<file path="src/rtl/hazard_pkg.sv">
// Shared encodings for the pipeline hazard/forwarding controller.
package hazard_pkg;

    // E-stage operand mux selects
    localparam logic [1:0] FWD_RF  = 2'b00;   // register file value
    localparam logic [1:0] FWD_WB  = 2'b01;   // result from W
    localparam logic [1:0] FWD_MEM = 2'b10;   // result from M

    // Pipeline stage index
    typedef enum logic [2:0] {
        STAGE_F = 3'd0,
        STAGE_D = 3'd1,
        STAGE_E = 3'd2,
        STAGE_M = 3'd3,
        STAGE_W = 3'd4
    } stage_e;

endpackage

</file>
<file path="src/rtl/mdu_busy_tracker.sv">
// Tracks an in-flight multi-cycle MDU op with a down-counter.
// Ports:
//   clk, resetn  clock, async active-low reset
//   start        accepted MDU op leaving E this cycle (already qualified)
//   mduBusy      an MDU op is still executing
module mdu_busy_tracker #(
    parameter int unsigned MDU_CYCLES = 32
) (
    input  logic clk,
    input  logic resetn,
    input  logic start,
    output logic mduBusy
);

    localparam int unsigned CNT_BITS = ($clog2(MDU_CYCLES) > 6) ? $clog2(MDU_CYCLES) : 6;
    localparam logic [CNT_BITS-1:0] LOAD_VAL = CNT_BITS'(MDU_CYCLES - 1);

    logic [CNT_BITS-1:0] cnt;

    // Start cycle counts as the first cycle, so the remaining latency is loaded.
    // A start while busy simply reloads.
    always_ff @(posedge clk or negedge resetn) begin
        if (!resetn) begin
            cnt <= '0;
        end else if (start) begin
            cnt <= LOAD_VAL;
        end else if (cnt != '0) begin
            cnt <= cnt - CNT_BITS'(1);
        end
    end

    assign mduBusy = (cnt != '0);

endmodule

</file>
<file path="src/rtl/hazard_unit_mc.sv">
// Hazard detection, forwarding and stage stall/flush control for the
// 5-stage pipeline, with MDU busy tracking, data-memory wait, exception
// flush and a saturating stall-cycle counter.
// Ports:
//   D-stage:  rsD, rtD, branchD, hiloreadD
//   E-stage:  rsE, rtE, writeregE, regwriteE, memtoregE, mdustartE
//   M-stage:  writeregM, regwriteM, memtoregM, dmem_waitM, excM
//   W-stage:  writeregW, regwriteW
//   Outputs:  forwardAE/BE (E mux select), forwardAD/BD (D compare forward),
//             stallF..stallM, flushD..flushW, mdu_busy, stall_cnt
module hazard_unit_mc
    import hazard_pkg::*;
#(
    parameter int unsigned REG_AW     = 5,
    parameter int unsigned MDU_CYCLES = 32,
    parameter int unsigned CNT_W      = 16
) (
    input  logic              clk,
    input  logic              resetn,
    input  logic [REG_AW-1:0] rsD,
    input  logic [REG_AW-1:0] rtD,
    input  logic              branchD,
    input  logic              hiloreadD,
    input  logic [REG_AW-1:0] rsE,
    input  logic [REG_AW-1:0] rtE,
    input  logic [REG_AW-1:0] writeregE,
    input  logic              regwriteE,
    input  logic              memtoregE,
    input  logic              mdustartE,
    input  logic [REG_AW-1:0] writeregM,
    input  logic              regwriteM,
    input  logic              memtoregM,
    input  logic              dmem_waitM,
    input  logic              excM,
    input  logic [REG_AW-1:0] writeregW,
    input  logic              regwriteW,
    output logic [1:0]        forwardAE,
    output logic [1:0]        forwardBE,
    output logic              forwardAD,
    output logic              forwardBD,
    output logic              stallF,
    output logic              stallD,
    output logic              stallE,
    output logic              stallM,
    output logic              flushD,
    output logic              flushE,
    output logic              flushM,
    output logic              flushW,
    output logic              mdu_busy,
    output logic [CNT_W-1:0]  stall_cnt
);

    logic lwStall;
    logic branchStall;
    logic mduStall;
    logic mduStart;

    // E operand forwarding; M is the younger producer so it wins over W
    always_comb begin
        forwardAE = FWD_RF;
        if (rsE != '0 && rsE == writeregM && regwriteM)      forwardAE = FWD_MEM;
        else if (rsE != '0 && rsE == writeregW && regwriteW) forwardAE = FWD_WB;

        forwardBE = FWD_RF;
        if (rtE != '0 && rtE == writeregM && regwriteM)      forwardBE = FWD_MEM;
        else if (rtE != '0 && rtE == writeregW && regwriteW) forwardBE = FWD_WB;
    end

    // Branch comparator in D can only take the M result
    assign forwardAD = (rsD != '0) && (rsD == writeregM) && regwriteM;
    assign forwardBD = (rtD != '0) && (rtD == writeregM) && regwriteM;

    assign lwStall     = memtoregE && ((rsD == rtE) || (rtD == rtE));
    assign branchStall = branchD &&
                         ((regwriteE && (writeregE == rsD || writeregE == rtD)) ||
                          (memtoregM && (writeregM == rsD || writeregM == rtD)));
    assign mduStall    = hiloreadD && (mdu_busy || mdustartE);

    // Stall/flush priority: exception, memory wait, D-stage hazards
    always_comb begin
        stallF = 1'b0;
        stallD = 1'b0;
        stallE = 1'b0;
        stallM = 1'b0;
        flushD = 1'b0;
        flushE = 1'b0;
        flushM = 1'b0;
        flushW = 1'b0;
        if (excM) begin
            flushD = 1'b1;
            flushE = 1'b1;
            flushM = 1'b1;
        end else if (dmem_waitM) begin
            stallF = 1'b1;
            stallD = 1'b1;
            stallE = 1'b1;
            stallM = 1'b1;
            flushW = 1'b1;
        end else if (lwStall || branchStall || mduStall) begin
            stallF = 1'b1;
            stallD = 1'b1;
            flushE = 1'b1;
        end
    end

    // MDU op is accepted only when it actually leaves E and is not squashed
    assign mduStart = mdustartE && !stallE && !excM;

    mdu_busy_tracker #(
        .MDU_CYCLES (MDU_CYCLES)
    ) u_mduTracker (
        .clk     (clk),
        .resetn  (resetn),
        .start   (mduStart),
        .mduBusy (mdu_busy)
    );

    // Saturating count of fetch-stall cycles
    always_ff @(posedge clk or negedge resetn) begin
        if (!resetn) begin
            stall_cnt <= '0;
        end else if (stallF && (stall_cnt != '1)) begin
            stall_cnt <= stall_cnt + CNT_W'(1);
        end
    end

endmodule

</file>
<file path="config.mk">
export PLATFORM = sky130hd
export DESIGN_NAME = hazard_unit_mc
export DESIGN_NICKNAME = d
export VERILOG_FILES = /design/src/rtl/hazard_pkg.sv /design/src/rtl/mdu_busy_tracker.sv /design/src/rtl/hazard_unit_mc.sv
export SDC_FILE = /design/constraint.sdc
export NUM_CORES = 1
export LEC_CHECK = 0
export ABC_AREA = 0
export CAP_MARGIN = 20
export CORE_MARGIN = 5
export CORE_UTILIZATION = 48
export DETAILED_ROUTE_END_ITERATION = 10
export GPL_TIMING_DRIVEN = 0
export PLACE_DENSITY = 0.91
export REMOVE_ABC_BUFFERS = 1
export SYNTH_ARGS = -nofsm -noshare
export SYNTH_HDL_FRONTEND = slang
export SYNTH_HIERARCHICAL = 1
export SYNTH_SLANG_ARGS = --single-unit
</file>
<file path="constraint.sdc">
create_clock -name clk -period 8.3 [get_ports clk]
set_clock_uncertainty 0.05 [all_clocks]
set_input_delay 1.66 -clock clk [delete_from_list [all_inputs] [get_ports clk]]
set_output_delay 1.66 -clock clk [all_outputs]
set_load 0.005 [all_outputs]
</file>
== Word-level counts from Yosys, hierarchy flattened ==
Index checks and enable logic that the tools add are counted.

* Output and inout bits: 31
* Flip-flop bits (word level): 22
* Word-level logic and storage cells: 66

* Equality and inequality tests: 13
* Add/sub/neg operators: 2
* Reduce and logical (&&, ||, !) cells: 35
* Mux-type cells: 14

{| class="wikitable"
|+ Operators by type and width
! kind !! number
|-
| $eq A5 B5 Y1 || 12
|-
| $logic_and A1 B1 Y1 || 20
|-
| $reduce_bool A5 Y1 || 4
|-
| $add A16 B1 Y16 const B || 1
|-
| $ne A16 B16 Y1 const B || 1
|-
| $mux W6 || 2
|-
| $mux W1 || 10
|-
| $logic_or A1 B1 Y1 || 7
|-
| $reduce_bool A6 Y1 || 1
|-
| $sub A6 B1 Y6 const B || 1
|-
| $mux W2 || 2
|-
| $logic_not A1 Y1 || 2
|-
| $reduce_bool A2 Y1 || 1
|}

== Logic depth before layout (Yosys ltp) ==
* Depth in word-level cells: 11
* Depth in mapped cells: 10

== Modules after synthesis ==
Netlist, hierarchy kept.

{| class="wikitable"
|+ Modules (own cells, without submodules)
! module !! times used !! cells each !! area each (um^2)
|-
| hazard_unit_mc || 1 || 193 || 1704.1
|-
| mdu_busy_tracker || 1 || 34 || 329.1
|}

== Worst setup path before layout ==
No wires, ideal clock.

* Path kind: input -> output
* Start point: input port rtE[1]
* End point: output port stallF
* Stages on the path: 8
* Arrival time: 2.985 ns
* Path slack: 3.605 ns
* Path through: buf_2 -> xnor2_1 -> nand4_1 -> o21bai_2 -> nor3_2 -> clkbuf_1 -> nor3_1 -> buf_4

* Word-level cells in the longest chain between the ends: 8
* Elaborated cells between the ends (all ways): 9

{| class="wikitable"
|+ Ends and longest elaborated chain
! what !! line !! RTL
|-
| from (decl) || hazard_unit_mc.sv:25 || <nowiki>input logic [REG_AW-1:0] rtE,</nowiki>
|-
| $eq A5 B5 Y1 || hazard_unit_mc.sv:73 || <nowiki>assign lwStall = memtoregE && ((rsD == rtE) || (rtD == rtE));</nowiki>
|-
| $logic_or A1 B1 Y1 * || hazard_unit_mc.sv:73 ||
|-
| $logic_and A1 B1 Y1 * || hazard_unit_mc.sv:73 ||
|-
| $logic_or A1 B1 Y1 * (2 in series) || hazard_unit_mc.sv:99 || <nowiki>end else if (lwStall || branchStall || mduStall) begin</nowiki>
|-
| $mux W1 * (3 in series) || n/a ||
|-
| to (decl) || hazard_unit_mc.sv:41 || <nowiki>output logic stallF,</nowiki>
|}

Mark *: on every way between the ends. The rest lies on a longest branch, timed or not.

== Worst setup path after layout ==
* Start point: input port writeregM[3]
* End point: output port stallD

* Word-level cells in the longest chain between the ends: 10
* Elaborated cells between the ends (all ways): 11

{| class="wikitable"
|+ Ends and longest elaborated chain
! what !! line !! RTL
|-
| from (decl) || hazard_unit_mc.sv:30 || <nowiki>input logic [REG_AW-1:0] writeregM,</nowiki>
|-
| $eq A5 B5 Y1 || hazard_unit_mc.sv:76 || <nowiki>(memtoregM && (writeregM == rsD || writeregM == rtD)));</nowiki>
|-
| $logic_or A1 B1 Y1 * || hazard_unit_mc.sv:76 ||
|-
| $logic_and A1 B1 Y1 * || hazard_unit_mc.sv:76 ||
|-
| $logic_or A1 B1 Y1 * || hazard_unit_mc.sv:75 || <nowiki>((regwriteE && (writeregE == rsD || writeregE == rtD)) ||</nowiki>
|-
| $logic_and A1 B1 Y1 * || hazard_unit_mc.sv:74 || <nowiki>assign branchStall = branchD &&</nowiki>
|-
| $logic_or A1 B1 Y1 * (2 in series) || hazard_unit_mc.sv:99 ||
|-
| $mux W1 * || hazard_unit_mc.sv:99 ||
|-
| $mux W1 * || hazard_unit_mc.sv:93 || <nowiki>end else if (dmem_waitM) begin</nowiki>
|-
| $mux W1 * || hazard_unit_mc.sv:89 || <nowiki>if (excM) begin</nowiki>
|-
| to (decl) || hazard_unit_mc.sv:42 || <nowiki>output logic stallD,</nowiki>
|}

Marks and branches as above.

==> results.sh <==
export IMPL_outcome="finished clean"
export IMPL_grt_pass1_vias=1927
export IMPL_cp_max_fo=16
export IMPL_grt_max_degree=23
export IMPL_antenna_found_initial=0
export IMPL_start_util=0.501
export IMPL_max_slew_margin_rel=0.374
export IMPL_worstPathArrival_ns=4.22
export IMPL_post_dp_hpwl_um=4510
export IMPL_path_cells="clkdlybuf4s50_1, xor2_1, nor3_2, a32o_2, nor4_4, nor3_1, clkdlybuf4s50_1"
export IMPL_place_gp_congestion=0.891
export IMPL_synthFlopType="dfrtp_1"
export IMPL_r2r_start="u_mduTracker/cnt[0]$_DFFE_PN0P_"
export IMPL_die_area_sq_um=5640
export IMPL_portBuffers=77
export IMPL_ctsResizeCount=0
export IMPL_overflow=0
export IMPL_final_hold_viol_count=0
export IMPL_diodes=0
export IMPL_final_cell_count_no_fill=344
export IMPL_min_path_type="register to register"
export IMPL_wirelength_um=5480
export IMPL_r2r_end="stall_cnt[1]$_DFFE_PN0P_"
export IMPL_reg2reg_depth=9
export IMPL_setup_viol=0
export IMPL_wl_per_cell_um=15.9
export IMPL_reg2reg_slack_ns=5.06
export IMPL_synth_area_leaders="dfrtp_1, xnor2_1, xor2_1"
export IMPL_numPlacedInstances=339
export IMPL_cp_end_kind="output port"
export IMPL_syn_inst=227
export IMPL_whs_ns=0.452
export IMPL_cts_tree="done"
export IMPL_p_per_area_nw_per_um2=162
export IMPL_cts_path_max_buffers=2
export IMPL_area_delta_synth_final_pct=39.8
export IMPL_design_area_sq_um=2840
export IMPL_critPathSlowestCell="nor4_4"
export IMPL_worst_pin_slew_ns=0.937
export IMPL_path_clk_slew_ns=0.09
export IMPL_synth_common_cells="xnor2_1, xor2_1, dfrtp_1"
export IMPL_ios=78
export IMPL_max_stage_delay_ns=0.71
export IMPL_async_reset_ff_frac=1.00
export IMPL_core_sq_um=4060
export IMPL_synth_area_sq_um=2030
export IMPL_cp_startpoint="writeregM[3]"
export IMPL_nets=345
export IMPL_clockRootBuffer="clkbuf_8"
export IMPL_holdBufCountCts=0
export IMPL_cts_inserted_buffers=3
export IMPL_setup_tns_ns=0
export IMPL_vdd_drop_max_mv=0.0851
export IMPL_postCtsSetupBuffers=0
export IMPL_crit_top_cell="clkdlybuf4s50_1"
export IMPL_worstSetupPathType="primary input to output port"
export IMPL_critPathRequiredTime_ns=6.59
export IMPL_insertion_delay_ns=0.27
export IMPL_drive_gt1_frac=0.0544
export IMPL_leakage_uw=0.00108
export IMPL_fin_crit_ns=5.93
export IMPL_cp_depth=7
export IMPL_worstSetupEndpoint="stallD"
export IMPL_cp_start_kind="primary input"
export IMPL_crit_family="buffers and inverters"
export IMPL_ant_nets=0
export IMPL_htreeDepth=1
export IMPL_crit_buf_inv=2
export IMPL_synth_most_common_cell="xnor2_1"
export IMPL_slew_viol_final=0
export IMPL_hold_depth=1
export IMPL_ys_warn_count=6
export IMPL_finalCritPeriodShare=0.715
export IMPL_synth_seq_cells=22
export IMPL_synth_top_area_share=0.271
export IMPL_die_x_um=75.1
export IMPL_dpl_instance_area_sq_um=2760
export IMPL_first_pass_iters=6
export IMPL_maxCapViolations=0
export IMPL_synth_cell_types=44
export IMPL_yosysTopAreaCell="dfrtp_1"
export IMPL_die_y_um=75.1
export IMPL_rsz0062_at_grt="false"
export IMPL_row_count=23
export IMPL_yosysSeqAreaShare=0.271
export IMPL_synth_enable_flop_cells=0
export IMPL_clock_sinks=22
export IMPL_drt_iter0_drc=119
export IMPL_avgSynthCellArea_sq_um=8.96
export IMPL_drcViolationCount=0
export IMPL_grt_pass1_wl_um=9030
export IMPL_vias=1870
export IMPL_grt_usage=0.205
export IMPL_max_freq_mhz=169
export IMPL_hp_start="stall_cnt[10]$_DFFE_PN0P_"
export IMPL_viasPerCell=5.44
-- final cells by class --
class	count	area [sq um]
Multi-Input combinational cell	186	1360
Inverter	4	15.0
Clock inverter	1	30.0
Timing Repair Buffer	78	786
Sequential cell	22	551
Fill cell	312	1210
Clock buffer	3	41.3
Tap cell	50	62.6
-- metal layers --
metal | GRT usage | wire (um)
met3 | 0.0280 | 276
met1 | 0.255 | 2240
met5 | 0 | 0
met4 | 0.0652 | 61
met2 | 0.366 | 2900
-- cell families after synthesis --
| group | after synthesis | synth area share |
|---|---|---|
| simple gates | 98 | 0.285 |
| xor+xnor | 64 | 0.276 |
| flops | 22 | 0.271 |
| buf+inv | 19 | 0.0615 |
| compound gates | 16 | 0.0603 |
| mux | 5 | 0.0283 |
| fa+ha+maj | 3 | 0.0185 |
-- layout by cell type (no fill, tap or decap), types with 5 or more instances in the layout --
cell type | synthesis | routed
clkdlybuf4s50_1 | 0 | 77
dfrtp_1 | 22 | 22
nand2_1 | 16 | 16
nand3_1 | 5 | 5
nand4_1 | 9 | 9
nor2_1 | 13 | 13
nor3_1 | 9 | 9
nor3b_1 | 5 | 5
nor4_1 | 13 | 13
or4_1 | 8 | 8
xnor2_1 | 37 | 37
xor2_1 | 27 | 27
-- power breakdown --
part / switching, uW / total, uW / internal (uW)
Combinational: 76.6 / 184 / 108
Clock: 37.2 / 102 / 64.5
Sequential: 38.2 / 175 / 137
-- flip-flops by register name, summed over array words and instances (netlist names) --
signal,flops
stall_cnt,16
u_mduTracker/cnt,6
-- worst min-delay path by stage --
stage,to
6_report,stall_cnt[10]$_DFFE_PN0P_
3_5_place_dp,stall_cnt[10]$_DFFE_PN0P_
2_1_floorplan,stall_cnt[10]$_DFFE_PN0P_
4_1_cts,stall_cnt[10]$_DFFE_PN0P_
3_3_place_gp,stall_cnt[10]$_DFFE_PN0P_
5_1_grt,stall_cnt[10]$_DFFE_PN0P_
-- stage by stage --
step / util / setup slack [ns] / power, uW
after floorplan: - / 3.69 / 257
after global placement: 0.679 / 2.44 / 347
after detailed placement: 0.679 / 2.39 / 358
after CTS: 0.697 / 2.39 / 459
after global routing: 0.701 / 2.25 / 494
final: 0.701 / 2.37 / 461
(Power assumes the default switching activity.)
